[src/rtl/serial_subtractor_controller_pkg.sv]
// rtl/serial_subtractor_controller_pkg.sv - shared FSM state type and default width for the serial subtractor
package serial_subtractor_controller_pkg;

    typedef enum logic [1:0] {
        IDLE = 2'd0,
        RUN  = 2'd1,
        DONE = 2'd2
    } state_t;

    localparam int DEFAULT_WIDTH = 8;

endpackage

[src/rtl/serial_subtractor_controller_fs_cell.sv]
// rtl/serial_subtractor_controller_fs_cell.sv - combinational 1-bit full-subtractor cell (module fs_cell)
module fs_cell (
    input  logic x,
    input  logic y,
    input  logic br,
    output logic d,
    output logic bo
);

    // Difference is the parity of all three inputs; borrow when x is smaller than y+br.
    always_comb begin
        d  = x ^ y ^ br;
        bo = (~x & y) | (~x & br) | (y & br);
    end

endmodule

[src/rtl/serial_subtractor_controller.sv]
// rtl/serial_subtractor_controller.sv - bit-serial a-b-bin subtractor controller; optional ovf output under SERIAL_SUB_OVF_EN
module serial_subtractor_controller
    import serial_subtractor_controller_pkg::*;
#(
    parameter int WIDTH = DEFAULT_WIDTH
) (
    input  logic             clk,
    input  logic             rst_n,
    input  logic             start,
    input  logic [WIDTH-1:0] a,
    input  logic [WIDTH-1:0] b,
    input  logic             bin,
    output logic             busy,
    output logic             done,
    output logic [WIDTH-1:0] d,
    output logic             bo
`ifdef SERIAL_SUB_OVF_EN
    ,
    output logic             ovf
`endif
);

    localparam int CW = $clog2(WIDTH + 1);
    localparam logic [CW-1:0] LAST_CNT = CW'(WIDTH - 1);

    state_t           state;
    state_t           state_next;
    logic [WIDTH-1:0] a_sh;
    logic [WIDTH-1:0] b_sh;
    logic [WIDTH-1:0] res;
    logic             br;
    logic [CW-1:0]    cnt;
    logic             cell_d;
    logic             cell_bo;
    logic             accept;
    logic             last;
    logic [WIDTH:0]   res_ext;

    // The only arithmetic in the design: one bit per RUN cycle, LSB first.
    fs_cell u_cell (
        .x  (a_sh[0]),
        .y  (b_sh[0]),
        .br (br),
        .d  (cell_d),
        .bo (cell_bo)
    );

    // Handshake decode; the borrow register doubles as the final borrow-out.
    always_comb begin
        accept  = start && ((state == IDLE) || (state == DONE));
        last    = (state == RUN) && (cnt == LAST_CNT);
        res_ext = {cell_d, res};
        busy    = (state == RUN);
        done    = (state == DONE);
        d       = res;
        bo      = br;
    end

    // State register.
    always_ff @(posedge clk or negedge rst_n) begin
        if (!rst_n) begin
            state <= IDLE;
        end else begin
            state <= state_next;
        end
    end

    // Next-state: accept from IDLE or DONE, leave RUN after WIDTH bits.
    always_comb begin
        state_next = state;
        case (state)
            IDLE:    if (start) state_next = RUN;
            RUN:     if (last)  state_next = DONE;
            DONE:    state_next = start ? RUN : IDLE;
            default: state_next = IDLE;
        endcase
    end

    // Datapath: load operands on accept, shift one bit per RUN cycle, hold otherwise.
    always_ff @(posedge clk or negedge rst_n) begin
        if (!rst_n) begin
            a_sh <= '0;
            b_sh <= '0;
            res  <= '0;
            br   <= 1'b0;
            cnt  <= '0;
        end else if (accept) begin
            a_sh <= a;
            b_sh <= b;
            br   <= bin;
            cnt  <= '0;
        end else if (state == RUN) begin
            a_sh <= a_sh >> 1;
            b_sh <= b_sh >> 1;
            res  <= res_ext[WIDTH:1];
            br   <= cell_bo;
            cnt  <= cnt + CW'(1);
        end
    end

`ifdef SERIAL_SUB_OVF_EN
    logic ovf_r;

    // Signed overflow: borrow into the MSB differs from borrow out of it; captured on the last bit.
    always_ff @(posedge clk or negedge rst_n) begin
        if (!rst_n) begin
            ovf_r <= 1'b0;
        end else if (last) begin
            ovf_r <= br ^ cell_bo;
        end
    end

    assign ovf = ovf_r;
`endif

endmodule

[config.mk]
export PLATFORM = sky130hd
export DESIGN_NAME = serial_subtractor_controller
export DESIGN_NICKNAME = d
export VERILOG_FILES = /design/src/rtl/serial_subtractor_controller_pkg.sv /design/src/rtl/serial_subtractor_controller_fs_cell.sv /design/src/rtl/serial_subtractor_controller.sv
export SDC_FILE = /design/constraint.sdc
export NUM_CORES = 1
export LEC_CHECK = 0
export CAP_MARGIN = 10
export CORE_MARGIN = 5
export CORE_UTILIZATION = 35
export CTS_BUF_LIST = sky130_fd_sc_hd__clkbuf_8
export DETAILED_ROUTE_END_ITERATION = 10
export PLACE_DENSITY = 0.66
export RECOVER_POWER = 50
export SYNTH_ARGS = -nofsm -noshare
export SYNTH_HDL_FRONTEND = slang
export SYNTH_SLANG_ARGS = --single-unit
[constraint.sdc]
create_clock -name clk -period 3.2 [get_ports clk]
set_input_delay 0.64 -clock clk [delete_from_list [all_inputs] [get_ports clk]]
set_output_delay 0.64 -clock clk [all_outputs]
set_load 0.005 [all_outputs]
==> out/metrics.yaml <==
port_buffers: 30
combPwrFrac: 0.383
p_leak_nw: 0.806
hp-class: "flip-flop to flip-flop"
start_kind: "flip-flop"
netlist_area_um2: 1360
ys_seq_area_frac: 0.570
drt_iter0_drc: 67
clk_pin_slew_worst_paths_ns: 0.07
placedCellCount: 215
die_height_um: 72.3
yosys-top-cells-count: "50 x nand2_1, 31 x dfrtp_1, 14 x nor2_1"
insertion_delay_ns: 0.28
clock_path_buffers: 2
cts_max_level: 2
core_um2: 3720
start_util: 0.366
skew_ns: 0.00329
cts_setup_buffers: 0
grt_pass1_wl_mm: 5.01
holdWs_ns: 0.481
fp-row-count: 22
fin_crit_sh: 0.721
pwr-share-seq: 0.391
ios: 31
first_pass_iters: 4
drc: 0
overflow: 0
reg2reg_from: "state[0]"
power_density_nw_per_um2: 993
p_int_mw: 1.15
grt_pass1_vias: 1077
synth_top_cell_by_area: "dfrtp_1"
async_flop_share: 1.00
path_class: "flip-flop to output port"
grt_max_degree: 32
ys_warn_count: 0
area_growth_pct: 31.3
ir_drop_uv: 413
totalWireLength_mm: 2.83
status: "finished with violations"
hold_viol: 0
synth_area_leaders: "dfrtp_1 57%, nand2_1 14%, a31oi_1 4.6%"
critical_path.max_fanout: 30
synth_seq_cells: 31
crit_arrival_ns: 1.67
yosys.cell_count.top_type: "nand2_1"
dpl.hpwl_mm: 1.87
fin_crit_ns: 2.31
layoutNonFillerInstCount: 223
cts_hold_buffers: 0
n_antenna_cell: 0
place_area_um2: 1680
place_congestion: 0.755
netlist-cell-type-count: 25
p_switching_mw: 0.620
p_sw_frac: 0.349
antenna_found_initial: 0
finalSetupViolations: 0
wl_per_cell_um: 12.7
tritoncts: "built"
worst_pin_slew_ns: 1.63
stdcell_area_um2: 1790
fmax_mhz: 433
cts-root-buf: "clkbuf_8"
nets: 196
slew_headroom: -0.0863
min-delay-start: "cnt[3]"
failed_checks: "max-capacitance violations, max-slew violations"
drv_cap: 1
viasPerCell: 4.87
startpoint: "state[1]"
synth_flop_cell: "dfrtp_1"
synthCells: 144
holdPathStages: 1
worstRegToRegCells: 4
die_x_um: 72.3
setup_tns_ns: 0
dieArea_um2: 5230
post_cts_resize_count: 0
power_frac_clock: 0.226
avgSynthCellArea_um2: 9.44
rsz0062_at_grt: "no"
synth_edf_count: 0
endpoint_kind: "output port"
netlist.area_leader.share: 0.570
syn_nets: 166
grtUsageTotal: 0.126
numCtsBuffers: 5
maxSlewViolCount: 32
drt.antenna.violating_nets: 0
drive_above_1_share: 0.0629
crit_required_ns: 2.56
num_vias: 1086
clkSinkCount: 31
## layout by cell type, fill, tap and decap left out, types with 4 or more instances in the layout
cell             count
nor3_1               4
a31oi_1             10
clkdlybuf4s50_1     29
clkbuf_8             6
dfrtp_1             31
nand2_1             50
nor2_1              14
## power groups by stage
stage | Sequential [mW] | Clock, mW | Combinational (mW)
after floorplan | 0.682 | 0 | 0.497
after global placement | 0.692 | 0 | 0.667
after detailed placement | 0.703 | 0 | 0.697
after CTS | 0.697 | 0.411 | 0.698
after global routing | 0.724 | 0.427 | 0.789
final | 0.694 | 0.401 | 0.678
## per-layer routing
layer | vias up | global-route usage | share of wire
met1 | 511 | 0.162 | 0.47
met5 | - | 0 | 0
met2 | 36 | 0.186 | 0.44
met4 | 0 | 0.0689 | 0.024
met3 | 6 | 0.0402 | 0.075
li1 | 533 | - | -
## critical path, cell delays in order (launching register included)
cell and delay (ns):
dfrtp_1 0.37, nand2b_1 0.18, inv_4 0.26, clkdlybuf4s50_1 0.57
## per-stage QoR
stage | setup slack [ns] | power (mW) | utilization
global placement | 1.10 | 1.36 | 0.451
floorplan | 1.66 | 1.18 | -
finish | 0.893 | 1.77 | 0.480
CTS | 0.864 | 1.81 | 0.482
global route | 0.434 | 1.94 | 0.480
detailed placement | 1.08 | 1.40 | 0.451
## registers in the layout, summed over array words and instances, names as in the netlist
register / count
cnt: 4
d: 8
b_sh: 8
bo: 1
a_sh: 8
state: 2
## path summary, 6_finish.rpt
path                             to  slack (ns)
min reg2reg                state[1]        0.48
min in group asynchronous      d[1]        1.30
max in group asynchronous   a_sh[3]        0.95
max                            busy        0.89
min                        state[1]        0.48
max reg2reg                  cnt[2]        1.20
## logic make-up after synthesis
| family | Yosys count | share of synthesized area |
|---|---|---|
| AOI/OAI and AO/OA | 20 | 0.0975 |
| buffers and inverters | 12 | 0.0570 |
| DFF | 31 | 0.570 |
| and+or+nand+nor | 75 | 0.222 |
| adders and majority gates | 2 | 0.0239 |
| xor gates and xnor gates | 1 | 0.00644 |
| muxes | 3 | 0.0230 |
## cell type report
| type | instances | area (um2) |
|---|---|---|
| Clock inverter | 2 | 35.0 |
| Multi-Input combinational cell | 101 | 507 |
| Sequential cell | 31 | 776 |
| Timing Repair Buffer | 33 | 315 |
| Tap cell | 48 | 60.1 |
| Clock buffer | 6 | 82.6 |
| Inverter | 2 | 10.0 |
| Fill cell | 354 | 1930 |
(Power assumes the default switching activity.)
